## src/rtl/fpu_pkg.sv

```systemverilog
// fpu_pkg: shared definitions for the FPU command issuer.
//   - fpu_op_e       : command opcodes as carried on cmd_op
//   - issuer_state_e : issuer FSM states, also exposed on dbg_state
//   - operand/result widths and the WAIT timeout counter width
package fpu_pkg;

    localparam int VEC_W = 256;  // 16 lanes x 16-bit half precision
    localparam int SCL_W = 16;
    localparam int CNT_W = 8;

    typedef enum logic [1:0] {
        OP_VADD = 2'b00,
        OP_VDOT = 2'b01,
        OP_SMUL = 2'b10,
        OP_RSVD = 2'b11
    } fpu_op_e;

    typedef enum logic [1:0] {
        ST_IDLE  = 2'b00,
        ST_ISSUE = 2'b01,
        ST_WAIT  = 2'b10,
        ST_RESP  = 2'b11
    } issuer_state_e;

endpackage

```

## src/rtl/fpu_cmd_issuer.sv

```systemverilog
// fpu_cmd_issuer: accepts one FPU command at a time, drives operands and a
// one-hot op select to an external FPU, waits (bounded by TIMEOUT) for
// fpu_done, then holds the captured result as a response until consumed.
//
// Ports:
//   clk, rst_n                 clock, asynchronous active-low reset
//   cmd_valid/cmd_ready        command handshake
//   cmd_op, cmd_va/vb/sa/sb    opcode and operands (latched on accept)
//   fpu_va/vb/sa/sb            latched operands driven to the FPU
//   VADD, VDOT, SMUL           one-hot op select, high in ISSUE and WAIT only
//   fpu_vout/fpu_sout/fpu_done FPU result and its valid strobe
//   rsp_valid/rsp_ready        response handshake
//   rsp_vout/rsp_sout/rsp_err  captured result and error flag
//   dbg_state                  current FSM state (issuer_state_e encoding)
//
// Handshakes: a transfer happens on a rising edge where valid and ready are
// both 1. The producer holds valid and its payload stable until that edge;
// the issuer never withdraws rsp_valid or changes rsp_* while waiting.
module fpu_cmd_issuer
    import fpu_pkg::*;
#(
    parameter int unsigned TIMEOUT = 15
) (
    input  logic         clk,
    input  logic         rst_n,
    input  logic         cmd_valid,
    output logic         cmd_ready,
    input  logic [1:0]   cmd_op,
    input  logic [255:0] cmd_va,
    input  logic [255:0] cmd_vb,
    input  logic [15:0]  cmd_sa,
    input  logic [15:0]  cmd_sb,
    output logic [255:0] fpu_va,
    output logic [255:0] fpu_vb,
    output logic [15:0]  fpu_sa,
    output logic [15:0]  fpu_sb,
    output logic         VADD,
    output logic         VDOT,
    output logic         SMUL,
    input  logic [255:0] fpu_vout,
    input  logic [15:0]  fpu_sout,
    input  logic         fpu_done,
    output logic         rsp_valid,
    input  logic         rsp_ready,
    output logic [255:0] rsp_vout,
    output logic [15:0]  rsp_sout,
    output logic         rsp_err,
    output logic [1:0]   dbg_state
);

    localparam logic [CNT_W-1:0] TIMEOUT_C = TIMEOUT[CNT_W-1:0];

    issuer_state_e    state_q, state_d;
    fpu_op_e          op_q, op_d;
    logic [VEC_W-1:0] va_q, va_d, vb_q, vb_d;
    logic [SCL_W-1:0] sa_q, sa_d, sb_q, sb_d;
    logic [CNT_W-1:0] cnt_q, cnt_d, cnt_inc;
    logic [VEC_W-1:0] rsp_vout_q, rsp_vout_d;
    logic [SCL_W-1:0] rsp_sout_q, rsp_sout_d;
    logic             rsp_err_q, rsp_err_d;
    logic             fpu_active;

    always_comb begin
        state_d    = state_q;
        op_d       = op_q;
        va_d       = va_q;
        vb_d       = vb_q;
        sa_d       = sa_q;
        sb_d       = sb_q;
        cnt_d      = cnt_q;
        cnt_inc    = cnt_q + 8'd1;
        rsp_vout_d = rsp_vout_q;
        rsp_sout_d = rsp_sout_q;
        rsp_err_d  = rsp_err_q;

        case (state_q)
            ST_IDLE: begin
                if (cmd_valid) begin
                    op_d = fpu_op_e'(cmd_op);
                    va_d = cmd_va;
                    vb_d = cmd_vb;
                    sa_d = cmd_sa;
                    sb_d = cmd_sb;
                    if (fpu_op_e'(cmd_op) == OP_RSVD) begin
                        // Reserved op never reaches the FPU.
                        state_d    = ST_RESP;
                        rsp_err_d  = 1'b1;
                        rsp_vout_d = '0;
                        rsp_sout_d = '0;
                    end else begin
                        state_d = ST_ISSUE;
                    end
                end
            end
            ST_ISSUE: begin
                // One settle cycle for the operands; fpu_done is not looked at.
                cnt_d   = '0;
                state_d = ST_WAIT;
            end
            ST_WAIT: begin
                // fpu_done is tested first so it wins over a same-cycle timeout.
                if (fpu_done) begin
                    state_d    = ST_RESP;
                    rsp_err_d  = 1'b0;
                    rsp_vout_d = fpu_vout;
                    rsp_sout_d = fpu_sout;
                end else begin
                    cnt_d = cnt_inc;
                    if (cnt_inc == TIMEOUT_C) begin
                        state_d    = ST_RESP;
                        rsp_err_d  = 1'b1;
                        rsp_vout_d = '0;
                        rsp_sout_d = '0;
                    end
                end
            end
            ST_RESP: begin
                if (rsp_ready) begin
                    state_d   = ST_IDLE;
                    rsp_err_d = 1'b0;  // rsp_err only meaningful with rsp_valid
                end
            end
            default: state_d = ST_IDLE;
        endcase
    end

    always_ff @(posedge clk or negedge rst_n) begin
        if (!rst_n) begin
            state_q    <= ST_IDLE;
            op_q       <= OP_VADD;
            va_q       <= '0;
            vb_q       <= '0;
            sa_q       <= '0;
            sb_q       <= '0;
            cnt_q      <= '0;
            rsp_vout_q <= '0;
            rsp_sout_q <= '0;
            rsp_err_q  <= 1'b0;
        end else begin
            state_q    <= state_d;
            op_q       <= op_d;
            va_q       <= va_d;
            vb_q       <= vb_d;
            sa_q       <= sa_d;
            sb_q       <= sb_d;
            cnt_q      <= cnt_d;
            rsp_vout_q <= rsp_vout_d;
            rsp_sout_q <= rsp_sout_d;
            rsp_err_q  <= rsp_err_d;
        end
    end

    assign fpu_active = (state_q == ST_ISSUE) || (state_q == ST_WAIT);

    assign cmd_ready = (state_q == ST_IDLE);
    assign rsp_valid = (state_q == ST_RESP);
    assign VADD      = fpu_active && (op_q == OP_VADD);
    assign VDOT      = fpu_active && (op_q == OP_VDOT);
    assign SMUL      = fpu_active && (op_q == OP_SMUL);
    assign fpu_va    = va_q;
    assign fpu_vb    = vb_q;
    assign fpu_sa    = sa_q;
    assign fpu_sb    = sb_q;
    assign rsp_vout  = rsp_vout_q;
    assign rsp_sout  = rsp_sout_q;
    assign rsp_err   = rsp_err_q;
    assign dbg_state = state_q;

endmodule
```

## config.mk

```make
export PLATFORM = sky130hd
export DESIGN_NAME = fpu_cmd_issuer
export DESIGN_NICKNAME = d
export VERILOG_FILES = /design/src/rtl/fpu_pkg.sv /design/src/rtl/fpu_cmd_issuer.sv
export SDC_FILE = /design/constraint.sdc
export NUM_CORES = 1
export LEC_CHECK = 0
export CAP_MARGIN = 5
export CORE_AREA = 2 2 636 638
export DETAILED_ROUTE_END_ITERATION = 16
export DIE_AREA = 0 0 638 640
export DONT_BUFFER_PORTS = 1
export SETUP_SLACK_MARGIN = 0.5
export SLEW_MARGIN = 10
export SYNTH_ARGS = -nofsm -noshare
export SYNTH_HDL_FRONTEND = slang
export SYNTH_SLANG_ARGS = --single-unit
export TNS_END_PERCENT = 100
```

## constraint.sdc

```tcl
create_clock -name clk -period 3.8 [get_ports clk]
set_input_delay 0.76 -clock clk [delete_from_list [all_inputs] [get_ports clk]]
set_output_delay 0.76 -clock clk [all_outputs]
set_load 0.03 [all_outputs]
```

## Word level (Yosys, flattened, before mapping)

Index checks and enable logic that the tools add are counted.

| storage, ports and cells | value |
|---|---|
| flip-flop bits (word level) | 829 |
| word-level logic and storage cells | 61 |
| output and inout port bits | 824 |

| cells by class | value |
|---|---|
| reductions and logical operators | 14 |
| muxes and demuxes | 24 |
| equal/unequal tests | 12 |
| add/sub/neg operators | 1 |

Operators by type and width:

| kind | count |
|---|---|
| 256-bit 2-to-1 mux | 4 |
| 256-bit case mux with 2 select lines | 1 |
| 16-bit 2-to-1 mux | 4 |
| 16-bit case mux with 2 select lines | 1 |
| 8-bit case mux with 2 select lines | 1 |
| 2-bit 2-to-1 mux | 5 |
| 8-bit by 1-bit adder with 8-bit output (second input constant) | 1 |
| 2-bit == test (second input constant) | 4 |
| 8-bit by 4-bit == test with 1-bit output (second input constant) | 1 |
| 8-bit 2-to-1 mux | 1 |
| 2-bit case mux with 4 select lines | 1 |
| 1-bit 2-to-1 mux | 5 |
| 5-bit AND reduction | 1 |
| 2-bit by 1-bit == test with 1-bit output (second input constant) | 2 |
| 2-bit logical NOT | 2 |
| 2-bit by 1-bit != test with 1-bit output (second input constant) | 2 |
| 2-bit != test (second input constant) | 2 |
| 2-bit AND reduction | 2 |
| 4-bit AND reduction | 1 |
| 2-bit nonzero test | 2 |
| 1-bit logical AND | 3 |
| 3-bit != test (second input constant) | 1 |
| 1-bit case mux with 3 select lines | 1 |
| 3-bit AND reduction | 1 |
| 2 further kinds | 2 |

## Logic depth before layout (Yosys ltp)

| depth | value |
|---|---|
| word-level depth | 5 |
| mapped depth | 9 |
| gate-level depth less buffers | 7 |

## Least setup slack after synthesis

OpenSTA, ideal clock, no wires.

| timing path | value |
|---|---|
| path type | reg-to-reg |
| start point | register state_q[0], in the netlist dbg_state[0] |
| end point | register va_q[160], in the netlist fpu_va[160] |
| path slack | 1.308 ns |
| required time | 3.675 ns |
| stages on the path, launching flop included | 8 |
| data arrival time | 2.367 ns |
| period minus slack after synthesis | 2.492 ns |
| path buffers | 3 |
| path through | dfrtp_1 -> inv_1 -> ha_1 -> clkbuf_1 -> nand2_1 -> buf_1 -> clkbuf_1 -> mux2_2 |

| on the way | value |
|---|---|
| longest elaborated chain between the ends | 2 |

RTL lines:

| what | RTL line | RTL |
|---|---|---|
| from (decl) | fpu_cmd_issuer.sv:53 | `issuer_state_e state_q, state_d;` |
| from (signal assigned) | fpu_cmd_issuer.sv:140 | `state_q <= state_d;` |
| 2-bit logical NOT | n/a |  |
| named net cmd_ready | fpu_cmd_issuer.sv:27 | `output logic cmd_ready,` |
| 2-bit AND reduction (no source line) | n/a |  |
| to (signal assigned) | fpu_cmd_issuer.sv:142 | `va_q <= va_d;` |
| to (decl) | fpu_cmd_issuer.sv:55 | `logic [VEC_W-1:0] va_q, va_d, vb_q, vb_d;` |

The timed path passes the listed nets, and every way through them passes these cells.
A chain may end at the register's enable or synchronous reset.

## Worst setup path in the final report

| timing path | value |
|---|---|
| start point | register state_q[1], in the netlist dbg_state[1] |
| end point | output port VADD |

| on the way | value |
|---|---|
| longest elaborated chain between the ends | 3 |
| elaborated cells between the ends (all ways) | 4 |
| classes of those cells | 2 x eq/ne; 2 x reduce/logical |

RTL lines:

| what | RTL line | RTL |
|---|---|---|
| 2-bit by 1-bit == test with 1-bit output or 2-bit == test (tied branches) | fpu_cmd_issuer.sv:153 | `assign fpu_active = (state_q == ST_ISSUE) \|\| (state_q == ST_WAIT);` |
| 1-bit logical OR * | fpu_cmd_issuer.sv:153 |  |
| 1-bit logical AND * | fpu_cmd_issuer.sv:157 | `assign VADD = fpu_active && (op_q == OP_VADD);` |
| to (decl) | fpu_cmd_issuer.sv:37 | `output logic VADD,` |

Mark *: on every way between the ends. The rest lies on a longest branch, timed or not.

==> run metrics <==
status=finished clean; vias per cell=2.78; top post-synthesis cells by area=dfrtp_1 (68%), mux2_2 (20%), a22o_1 (7.9%); grt ovf=0; nets=3457; setup bufs post-CTS=0; final WL=285 mm; Final ANT Viol Nets=0; Resize count post-CTS=0; Cells after DPL=7047; LEAKAGE=19.1 nW; yosys warns=0; Final setup viols=0; CP arrival=2.40 ns; Clock Path Buffers=4; Worst Path Buf+Inv=2; max-cap violation count=0; CTS buffer count=110; Crit Path Category=register to output pin; setup_tns=0 ns; number of synthesized register bits=829; core footprint=401000 µm²; CTS tree=built; register area=20700 µm²; initial antenna violation count=335; Power Dens Cells=1060 nW/µm²; DR WL/cell=35.2 µm; initial DRC count=1750; Die ar.=408000 µm²; Final WS setup=0.636 ns; Initial Util=7.55%; max incr delay on CP=0.61 ns; synthesized area=30300 µm²; die width=638 µm; hold_ws=0.0982 ns; Die H=640 µm; post-route insts no fill=8088; vias in the first global route=22600; r2r worst-path depth=6; Async SR Flop Fraction=100%; largest area contributor in the netlist=dfrtp_1; Total Power=51.6 mW; Seq/Total Area, Yosys=68.5%; GRT Total Usage=13.4%; Clock Skew=0.109 ns; area occupied by multi-input gates=9010 µm²; row count=233; Final min period=3.16 ns; cells after synthesis=1845; Worst Path Max Fanout=5; Critical Path End Type=output pin; post-DP HPWL=252 mm; Rel. slew slack=24.2%; crit-path cells=inv_1 > ha_1 > nor3b_1 > buf_4; transition time of the tightest slew-check pin=1.14 ns; Max Slew Vio Count=0; IO Count=1647; fin util=12.1%; share of the synthesized area in the top cell type=68.5%; Layout area overhead=60.1%; worst hold stages=1; drt drc=0; Top delay family on crit path=flip-flops; Synth cell types=34; Via Count=22500; Peak VDD IR=491 µV; Syn Area/Cell=16.4 µm²; Fillers=44900; I/O Buffers=0; EDFF count, synth=0; r2r setup slk=0.76 ns; Max Fclk=316 MHz; data required time of the critical path=3.04 ns; CP max-delay cell=dfrtp_1; Final Hold Vio Count=0; critical path depth=4; Setup Slack @ Placement=0.802 ns; ys flop type=dfrtp_1; detailed-router iteration count before antenna repair=7; HP Class=input port to register; RSZ-0062 raised after global routing=no; Clk pin slew, worst setup/hold paths=0.07 ns; Final Cell Area=48500 µm²; crit path launch type=register; root buf cell=clkbuf_16; fin crit share=83.3%; Mapped Nets=2674; Final Wtd Congestion=0.971; share of cells above drive strength 1=28.6%; worst skew pair latency=0.90 ns; largest net degree at the start of global routing=178; dpl cell area=36900 µm²; H-tree depth=3; Num Clock Sinks=829; first-pass GRT wire length=334 mm
## flip-flops by register name, indices dropped and copies added, names as in the netlist
register   count
fpu_va       256
dbg_state      2
rsp_sout      16
fpu_sa        16
fpu_vb       256
rsp_err        1
cnt_q          8
fpu_sb        16
rsp_vout     256
op_q           2
## layout make-up
type / count / share of cell area (%)
tap: 5287 / 13.6
timing repair buffer: 793 / 16.7
multi-input combinational: 887 / 18.6
clock buffer: 141 / 6.31
antenna: 87 / 0.449
clock inverter: 57 / 1.45
sequential: 829 / 42.8
inverter: 7 / 0.0542
## placed cells by master (no fill, tap or decap), types with 10 or more instances in the layout
cell	netlist	routed
dfrtp_1	829	829
dlygate4sd3_1	0	754
mux2_2	547	547
a22o_1	272	272
clkbuf_16	0	110
diode_2	0	87
buf_4	0	21
clkbuf_8	0	19
clkinv_2	0	16
o21ai_0	13	13
clkbuf_1	92	12
buf_12	0	11
bufinv_16	0	10
## cells in the mapped netlist (2+ instances only)
library cell / count
a21oi_1: 2
a22o_1: 272
and3b_1: 3
buf_1: 10
buf_2: 11
buf_6: 9
clkbuf_1: 92
dfrtp_1: 829
ha_1: 6
inv_1: 7
mux2_2: 547
nand2_1: 10
nand3_1: 4
nor2_1: 8
nor2b_1: 2
o21ai_0: 13
o41ai_1: 3
## power breakdown
group / switching [mW] / total (mW) / internal (mW) / leakage [nW]
clock network: 4.69 / 11.1 / 6.40 / 1.84
logic: 3.49 / 8.34 / 4.85 / 7.07
registers: 19.3 / 32.2 / 12.8 / 10.2
total: 27.5 / 51.6 / 24.1 / 19.1
## worst paths after layout
kind	start	endpoint
setup reg to reg	dbg_state[0]$_DFFE_PN0P_	rsp_vout[62]$_DFFE_PN0P_
hold reg to reg	cnt_q[7]$_DFFE_PN0P_	cnt_q[7]$_DFFE_PN0P_
min in group asynchronous	rst_n	fpu_vb[58]$_DFFE_PN0P_
setup / recovery	dbg_state[1]$_DFFE_PN0P_	VADD
max in group asynchronous	rst_n	fpu_vb[45]$_DFFE_PN0P_
hold / removal	cmd_va[0]	fpu_va[0]$_DFFE_PN0P_
## kinds of logic (layout without fill, tap and decap cells)
family	count (synthesis)	after routing	synth area share, %
xor gates and xnor gates	1	1	0.0289
other	0	87	0
DFF	829	829	68.5
adders and majority gates	6	6	0.248
and+or+nand+nor	33	33	0.562
muxes	548	548	20.4
AOI/OAI and AO/OA	299	299	8.44
buffers and inverters	129	998	1.87
## metal layers
layer	up-vias	global-route usage, %	share of wire (%)
li1	8476	-	-
met1	11200	11.0	27
met3	773	13.2	22
met5	-	0	0.34
met4	144	4.19	4.0
met2	1960	22.1	46
## timing repair
item | in CTS | in global routing
endpoints found under the setup margin | 0 | 0
hold buffers | 755 | 0
endpoints found under the hold margin | 1046 | 0
Note: power is estimated with default switching activity, not from simulation.
==> patch (same flow settings) <==
The parameter `TIMEOUT` goes from 15 to 11.
--- a/src/rtl/fpu_cmd_issuer.sv
+++ b/src/rtl/fpu_cmd_issuer.sv
@@ -19,7 +19,7 @@
 module fpu_cmd_issuer
     import fpu_pkg::*;
 #(
-    parameter int unsigned TIMEOUT = 15
+    parameter int unsigned TIMEOUT = 11
 ) (
     input  logic         clk,
     input  logic         rst_n,
Check against the original RTL: not settled (the Yosys comparison gave no result); the edit may change what the design does.
==> patch against the unedited design <==
  * Sequential power up 2%
  * Wire length is 2.9% higher
  * Hold slack worse by 0.012 ns
  * Synthesized area about the same
  * The run now ends with max-slew violations left
  * Sequential share of layout area grew 1.5 points
  * Worst setup slack gained 0.10 ns
  * Final area fell by 3.3%
  * Sequential cell count unchanged
  * Largest cell class unchanged
  * Total power increased by 0.23%
  * Register-to-register slack got worse by 0.02 ns
  * Critical path type is now reg2reg
==> patch: results (changes against the unedited design) <==
\begin{tabular}{lr}
\hline
Metric & Value \\
\hline
\multicolumn{2}{l}{\textbf{Status}} \\
\quad Status & finished with violations \\
\quad Violated checks & max-slew violations \\
\multicolumn{2}{l}{\textbf{Finish}} \\
\quad Total area of multi-input combinational cells & 9024 um2 (+0.14\%) \\
\quad Layout clock buffer count & 146 (+3.5\%) \\
\quad Diode count & 125 (+44\%) \\
\quad Fraction of layout instances using a drive strength above 1 & 0.3022 (+0.01590) \\
\quad Net count of the finished layout & 3293 (-4.7\%) \\
\quad Clk cell area share & 0.07919 (+0.001633) \\
\quad Flip-flop and latch count & 829 (unchanged) \\
\multicolumn{2}{l}{\textbf{STA}} \\
\quad Worst slack on hold paths & 0.08655 ns (-0.01169 ns) \\
\quad Final max-slew violation count & 58 (+58) \\
\multicolumn{2}{l}{\textbf{Global route}} \\
\quad GRT Util Overall & 0.1375 (+0.003664) \\
\quad Via count of the first global-routing pass & 21720 (-3.8\%) \\
\quad First-pass GRT wire length & 339.0 mm (+1.5\%) \\
\quad Met2 layer usage reported by global route & 0.2302 (+0.009539) \\
\quad Global-route met3 utilization & 0.1423 (+0.009971) \\
\quad GRT met1 Usage & 0.1058 (-0.003926) \\
\multicolumn{2}{l}{\textbf{Synthesis}} \\
\quad Leading post-synthesis cells by cell area & sky130\_fd\_sc\_hd\_\_dfrtp\_1, sky130\_fd\_sc\_hd\_\_mux2\_2, sky130\_fd\_sc\_hd\_\_a22o\_1 \\
\quad Xor and xnor fraction of the mapped netlist area & 0.0008669 (+0.0005777) \\
\quad Synthesized Nets & 2678 (+0.15\%) \\
\quad Sequential area share after synthesis & 0.6844 (about the same) \\
\quad Synthesized-area fraction occupied by ao, oa, aoi and oai cells & 0.08421 (-0.0002174) \\
\multicolumn{2}{l}{\textbf{Critical path}} \\
\quad Type of the setup path with the least slack & reg2reg \\
\quad Largest incremental delay on the critical path & 0.65 ns (+0.04 ns) \\
\quad R2r setup slk & 0.74 ns (-0.02 ns) \\
\quad Worst-path fanout max & 161 (+156) \\
\quad Slowest CP cell & sky130\_fd\_sc\_hd\_\_mux2\_2 \\
\multicolumn{2}{l}{\textbf{Route}} \\
\quad Detail-routed via count per cell & 2.785 (about the same) \\
\quad Met1 Routed Length & 74.72 mm (-3.8\%) \\
\quad Met3 WL & 67.91 mm (+8.1\%) \\
\multicolumn{2}{l}{\textbf{Power}} \\
\quad Leakage Power & 18.34 nW (-3.8\%) \\
\hline
\end{tabular}
patch: cell types whose count changed in the layout (fill, tap and decap cells not counted), sizes merged, moves of 3 or more:
cell / change
dlygate4sd3: -162
diode: +38
clkbuf: +5
buf: -4
bufinv: -3
clkinvlp: -3
inv: -3
nand4: +3
patch: report_power, final:
part           internal [W]  switching [W]  leakage [nW]
clock               0.00628        0.00466          1.82
sequential           0.0129         0.0201          10.3
combinational       0.00461        0.00325          6.22
total                0.0238         0.0280          18.3
patch: critical path, delay by kind of cell, from the launching register on:
kind | cells | cell delay, ns
simple gates | 1 | 0.24
buf+inv | 2 | 0.35
mux | 1 | 0.65
fa+ha+maj | 1 | 0.54
flops | 1 | 0.50
patch: through the flow:
step	utilization	cells	setup WS, ns	total power (W)
final	0.1168	7960	0.7376	0.05174
after CTS	0.1159	7831	0.5207	0.05278
after global routing	0.1165	7906	0.5820	0.05445
after global placement	0.09154	7038	0.8666	0.04016
after detailed placement	0.09188	7043	0.7139	0.04075
after floorplan	-	1849	1.032	0.03007
